--- src/rtl/larng_pool_if.sv ---
// larng_pool_if: valid/ready readout port of the random-word pool.
// The pool drives the master side (head word and its valid flag);
// the LA/Wishbone glue sits on the slave side and answers with ready.
interface larng_pool_if #(
    parameter int WIDTH = 32
);
    logic             rd_vld;
    logic             rd_rdy;
    logic [WIDTH-1:0] rd_data;

    modport master (
        output rd_vld,
        output rd_data,
        input  rd_rdy
    );

    modport slave (
        input  rd_vld,
        input  rd_data,
        output rd_rdy
    );
endinterface

--- src/rtl/larng_pool.sv ---
// larng_pool: Galois LFSR generator feeding a DEPTH-entry first-word-fall-through
// pool, drained through a valid/ready port. A seed strobe reloads the LFSR and
// flushes the pool. Defining LARNG_HEALTH_EN compiles in a repetition-count health
// test that stops generation once REP_LIMIT identical words would be produced in a
// row; without it health_err is tied low and no comparator logic exists.
module larng_pool #(
    parameter int               WIDTH     = 32,
    parameter int               DEPTH     = 8,
    parameter logic [WIDTH-1:0] TAPS      = WIDTH'(32'h80200003),
    parameter int               REP_LIMIT = 4
) (
    input  logic                     clk,
    input  logic                     rst_n,
    input  logic                     en,
    input  logic                     seed_vld,
    input  logic [WIDTH-1:0]         seed,
    larng_pool_if.master             rd,
    output logic [$clog2(DEPTH):0]   level,
    output logic                     health_err
);

    localparam int AW = $clog2(DEPTH);
    localparam int LW = AW + 1;

    logic [WIDTH-1:0] mem [DEPTH];
    logic [AW-1:0]    wr_ptr;
    logic [AW-1:0]    rd_ptr;
    logic [LW-1:0]    cnt;
    logic [WIDTH-1:0] s;
    logic [WIDTH-1:0] nxt;
    logic             full;
    logic             not_empty;
    logic             pop;
    logic             gen_ok;
    logic             trip;
    logic             push;

    // Next LFSR state and the push/pop decisions, all from registered state plus inputs.
    always_comb begin
        nxt       = (s >> 1) ^ (s[0] ? TAPS : '0);
        full      = (cnt == LW'(DEPTH));
        not_empty = (cnt != '0);
        pop       = not_empty && rd.rd_rdy && !seed_vld;
        gen_ok    = en && !seed_vld && !health_err && (!full || pop);
        push      = gen_ok && !trip;
    end

`ifdef LARNG_HEALTH_EN
    localparam int RW = $clog2(REP_LIMIT + 1);

    logic [WIDTH-1:0] last_word;
    logic [RW-1:0]    run;
    logic [RW-1:0]    run_next;
    logic             err;

    // A zero run means nothing has been generated since reset or seeding, so the
    // first word always starts a fresh run of one.
    always_comb begin
        run_next = RW'(1);
        if ((run != '0) && (nxt == last_word)) begin
            run_next = run + RW'(1);
        end
        trip = gen_ok && (run_next == RW'(REP_LIMIT));
    end

    // Track the run of identical generated words and latch a sticky failure.
    always_ff @(posedge clk or negedge rst_n) begin
        if (!rst_n) begin
            last_word <= '0;
            run       <= '0;
            err       <= 1'b0;
        end else if (seed_vld) begin
            last_word <= '0;
            run       <= '0;
            err       <= 1'b0;
        end else if (trip) begin
            err <= 1'b1;
        end else if (push) begin
            last_word <= nxt;
            run       <= run_next;
        end
    end

    assign health_err = err;
`else
    assign trip       = 1'b0;
    assign health_err = 1'b0;
`endif

    // LFSR, pointers and occupancy; seeding restarts the generator and empties the pool.
    always_ff @(posedge clk or negedge rst_n) begin
        if (!rst_n) begin
            s      <= WIDTH'(1);
            wr_ptr <= '0;
            rd_ptr <= '0;
            cnt    <= '0;
        end else if (seed_vld) begin
            s      <= (seed == '0) ? WIDTH'(1) : seed;
            wr_ptr <= '0;
            rd_ptr <= '0;
            cnt    <= '0;
        end else begin
            if (push) begin
                s      <= nxt;
                wr_ptr <= wr_ptr + AW'(1);
            end
            if (pop) begin
                rd_ptr <= rd_ptr + AW'(1);
            end
            if (push && !pop) begin
                cnt <= cnt + LW'(1);
            end else if (pop && !push) begin
                cnt <= cnt - LW'(1);
            end
        end
    end

    // Word storage; when full, a simultaneous pop frees the head slot the tail reuses.
    always_ff @(posedge clk) begin
        if (push) begin
            mem[wr_ptr] <= nxt;
        end
    end

    assign rd.rd_vld  = not_empty;
    assign rd.rd_data = not_empty ? mem[rd_ptr] : '0;
    assign level      = cnt;

endmodule

--- src/flat_wrapper.sv ---
// flat-port wrapper written by rule: the top's interface ports become plain ports
module larng_pool_flat 
#(
    parameter int               WIDTH     = 32,
    parameter int               DEPTH     = 8,
    parameter logic [WIDTH-1:0] TAPS      = WIDTH'(32'h80200003),
    parameter int               REP_LIMIT = 4
)
  (clk, rst_n, en, seed_vld, seed, level, health_err, rd_rd_vld, rd_rd_data, rd_rd_rdy);
  larng_pool_if #(.WIDTH(WIDTH)) rd_i ();
  input  logic clk;
  input  logic rst_n;
  input  logic en;
  input  logic seed_vld;
  input  logic [WIDTH-1:0] seed;
  output logic [$clog2(DEPTH):0] level;
  output logic health_err;
  output wire logic [$bits(rd_i.rd_vld)-1:0] rd_rd_vld;
  output wire logic [$bits(rd_i.rd_data)-1:0] rd_rd_data;
  input wire logic [$bits(rd_i.rd_rdy)-1:0] rd_rd_rdy;
  assign rd_rd_vld = rd_i.rd_vld;
  assign rd_rd_data = rd_i.rd_data;
  assign rd_i.rd_rdy = rd_rd_rdy;
  larng_pool #(.WIDTH(WIDTH), .DEPTH(DEPTH), .TAPS(TAPS), .REP_LIMIT(REP_LIMIT)) u_core (.clk(clk), .rst_n(rst_n), .en(en), .seed_vld(seed_vld), .seed(seed), .rd(rd_i), .level(level), .health_err(health_err));
endmodule
--- config.mk ---
export PLATFORM = sky130hd
export DESIGN_NAME = larng_pool_flat
export DESIGN_NICKNAME = d
export VERILOG_FILES = /design/src/rtl/larng_pool_if.sv /design/src/rtl/larng_pool.sv /design/src/flat_wrapper.sv
export SDC_FILE = /design/constraint.sdc
export NUM_CORES = 1
export LEC_CHECK = 0
export BUFFER_PORTS_ARGS = -buffer_cell sky130_fd_sc_hd__clkbuf_2
export CAP_MARGIN = 20
export CORE_UTILIZATION = 50
export CTS_BUF_LIST = sky130_fd_sc_hd__clkbuf_8
export CTS_CLUSTER_SIZE = 25
export DETAILED_ROUTE_END_ITERATION = 6
export PLACE_DENSITY = 0.74
export SLEW_MARGIN = 25
export SYNTH_ARGS = -nofsm -noshare
export SYNTH_HDL_FRONTEND = slang
export SYNTH_SLANG_ARGS = --single-unit
--- constraint.sdc ---
create_clock -name clk -period 10.6 [get_ports clk]
set_input_delay 0.53 -clock clk [delete_from_list [all_inputs] [get_ports clk]]
set_output_delay 0.53 -clock clk [all_outputs]
set_load 0.01 [all_outputs]
==> reports/qor.log <==
[run_status] run status finished clean
[cts] Inserted Clock Buffers 46
[sta] minimum period implied by the final worst setup slack 3630 ps
[floorplanning] Die X 157 µm
[global_routing] Global Route Usage Sum 20.5%
[finish] most common cell after layout, fill and taps aside edfxtp_1
[cts] hold-fix buffers at CTS 0
[logic_synthesis] number of nets produced by synthesis 686
[worst_setup_path] cell with the biggest individual delay on the critical path dfrtp_4
[min_path] class of the worst hold path primary input to asynchronous set/reset pin
[placed_design] last weighted congestion value of the routability-driven placer 0.751
[worst_setup_path] CP startpoint kind flip-flop
[sta] total negative slack for setup checks 0 ps
[logic_synthesis] Synth Register Bits 298
[routing] first-pass iteration count of the detailed router 5
[worst_setup_path] critical path capture point type primary output
[logic_synthesis] Post-Synthesis Mean Instance Area 18.6 µm²
[global_routing] initial antenna violation count 0
[cts] quantity of gates resized following cts 0
[worst_setup_path] worst setup path category flip-flop to primary output
[sta] number of pins exceeding their max-slew limit in the final report 0
[routing] Final ANT Viol Nets 0
[sta] final clock period utilization by the worst path 34.3%
[sta] hold violation total from the final report 0
[power] Leak 4.72 nW
[sta] Max Freq 275 MHz
[power] total power per unit cell area 219 nW/µm²
[logic_synthesis] Compound-Gate Fraction of Synth Area 2.43%
[cts] CTS Sinks 298
[logic_synthesis] area share of fa/ha/maj cells after synthesis 0.585%
[routing] residual DRC count 0
[cts] buffer depth of the longest clock path 3
[floorplanning] Die Footprint 24600 µm²
[placed_design] Port Buffers 73
[floorplanning] total number of placement rows 56
[floorplanning] core area 23500 µm²
[worst_setup_path] Largest stage delay, worst path 780 ps
[logic_synthesis] Post-Syn Area 12000 µm²
[cts] clock transition at the registers of the reported paths 60 ps
[power] VDD IR-drop max 158 µV
[sta] unrepaired setup endpoints after global routing false
[placed_design] Detail Placement HPWL 14300 µm
[finish] n_diodes 0
[finish] final std cells w/o fill 1098
[cts] depth of the CTS H-tree 2
[worst_setup_path] data required time of the critical path 10070 ps
[sta] Fin Hold WS 99.2 ps
[cts] buffers inserted during post-CTS setup optimization 0
[finish] layout cells sized above 1 29.1%
[worst_setup_path] sequence of cells on the critical path buf_4 -> mux4_2 -> mux2i_1 -> nor2_1 -> clkbuf_2
[floorplanning] overall die height 157 µm
[logic_synthesis] area share of xor/xnor cells in the synthesized design 0.658%
[routing] detail-routed net length per standard cell 21.7 µm
[worst_setup_path] Buf+Inv Stages, Crit Path 2
[floorplanning] Initial Util 51.0%
[logic_synthesis] synthesized instance count 644
[worst_setup_path] largest driver fanout on the critical path 40
[floorplanning] I/O pin count 75
[sta] Finish-stage setup viols 0
[logic_synthesis] total number of yosys warnings 0
[sta] transition time of the tightest slew-check pin 965 ps
[worst_setup_path] Worst EP arrival 3100 ps
[logic_synthesis] Simple-Gate Fraction of Synth Area 4.26%
[logic_synthesis] multiplexer share of the synthesized area 17.5%
[finish] commonest cells after routing, fill and taps aside 256 x edfxtp_1, 73 x clkbuf_2, 65 x mux2i_1
[routing] routed wire length 23800 µm
[sta] headroom to the max-slew limit 35.6%
[global_routing] global-route wire length before repair 37100 µm
[cts] CTS tree done
[logic_synthesis] fraction of the yosys area taken by sequential cells 73.0%
[routing] vias 6268
[finish] Total Nets Final 786
[global_routing] largest net degree at the start of global routing 80
[finish] synth-to-layout area growth 13.8%
[sta] worst setup skew after layout 16.3 ps
[cts] Root Buffer clkbuf_8
[logic_synthesis] count of distinct cell types in the synthesized netlist 42
[routing] Vias per Instance 5.71
[flow_run] maximum capacitance violations 0
[cts] latest clock arrival within the worst-skew pair 550 ps
[worst_setup_path] family with the most delay on the worst path buffers and inverters
[global_routing] number of global-route vias before repair 6664
[placed_design] cell count after placement 1015
[global_routing] GRT overflow 0
[routing] Iter 0 DRT Violations 487
[logic_synthesis] dominant combinational cell family by area after synthesis multiplexers
[cell families (layout without fill, tap and decap cells)]
family          Yosys count  after routing
xor+xnor                  9              9
fa+ha+maj                 5              5
mux                     129            129
flops                   298            298
other cells               1              1
buf+inv                  40            175
compound gates           50             50
simple gates            112            112
[state kept, by name, indices dropped and copies added (netlist names)]
| name | flops |
|---|---|
| u_core.level | 4 |
| u_core.mem | 256 |
| u_core.rd_ptr | 3 |
| u_core.s | 32 |
| u_core.wr_ptr | 3 |
[final cells by class]
| cell class | count | area (µm²) |
|---|---|---|
| Clock buffer | 51 | 702 |
| Clock inverter | 32 | 133 |
| Fill cell | 1740 | 9850 |
| Inverter | 4 | 15.0 |
| Multi-Input combinational cell | 306 | 3110 |
| Sequential cell | 298 | 8750 |
| Tap cell | 319 | 399 |
| Timing Repair Buffer | 88 | 518 |
[stage by stage]
| step | power (mW) | setup slack (ps) | cell area (µm²) | utilization, % |
|---|---|---|---|---|
| 2_1_floorplan | 1.92 | 6680 | 12000 | - |
| 6_report | 2.98 | 6970 | 13600 | 58.0 |
| 3_5_place_dp | 2.16 | 7060 | 12800 | 54.4 |
| 3_3_place_gp | 2.13 | 7180 | 12700 | 54.2 |
| 4_1_cts | 3.01 | 6790 | 13600 | 58.0 |
| 5_1_grt | 3.12 | 6640 | 13600 | 58.0 |
[Yosys cell counts (all sizes together)]
cell | instances | area, µm²
edfxtp | 256 | 7690
mux2i | 65 | 651
mux4 | 64 | 1440
nor2 | 45 | 169
dfrtp | 41 | 1030
o21ai | 34 | 181
nand2 | 33 | 124
buf | 19 | 113
clkbuf | 17 | 63.8
nor4 | 8 | 50.1
xor2 | 7 | 61.3
nor3 | 6 | 30.0
a21oi | 5 | 25.0
ha | 4 | 50.1
inv | 4 | 15.0
nand2b | 4 | 25.0
nand3 | 3 | 15.0
nand4 | 3 | 18.8
o211ai | 3 | 22.5
o21a | 3 | 22.5
or3 | 3 | 18.8
or3b | 2 | 17.5
xnor2 | 2 | 17.5
a2111oi | 1 | 8.76
a211oi | 1 | 7.51
a21o | 1 | 7.51
and3 | 1 | 6.26
conb | 1 | 3.75
dfstp | 1 | 26.3
fa | 1 | 20.0
nand4b | 1 | 8.76
nor2b | 1 | 6.26
o31ai | 1 | 7.51
o41ai | 1 | 8.76
or4 | 1 | 7.51
or4b | 1 | 13.8
[final timing paths]
kind | from | end | slack (ps) | cells after the start
hold / removal | rst_n | u_core.s[27] | 100 | 2
hold reg to reg | u_core.rd_ptr[1] | u_core.rd_ptr[1] | 570 | 2
max in group asynchronous | rst_n | u_core.rd_ptr[2] | 10030 | 2
setup / recovery | u_core.rd_ptr[0] | rd_rd_data[7] | 6970 | 5
min in group clk | seed[10] | u_core.s[10] | 220 | 3
setup reg to reg | u_core.level[0] | u_core.mem[7][21] | 7460 | 6
[metal layers]
metal / vias to the layer above / routed length, µm / global-route usage [%]
li1: 2763 / - / -
met1: 3235 / 9790 / 26.6
met2: 206 / 11900 / 33.8
met3: 64 / 1320 / 3.66
met4: 0 / 838 / 9.48
met5: - / 0 / 0
[where the power goes]
part | internal, mW | switching [mW]
Sequential | 1.36 | 0.0952
Combinational | 0.314 | 0.352
Clock | 0.441 | 0.418
Total | 2.12 | 0.865
Note: power is estimated with default switching activity, not from simulation.
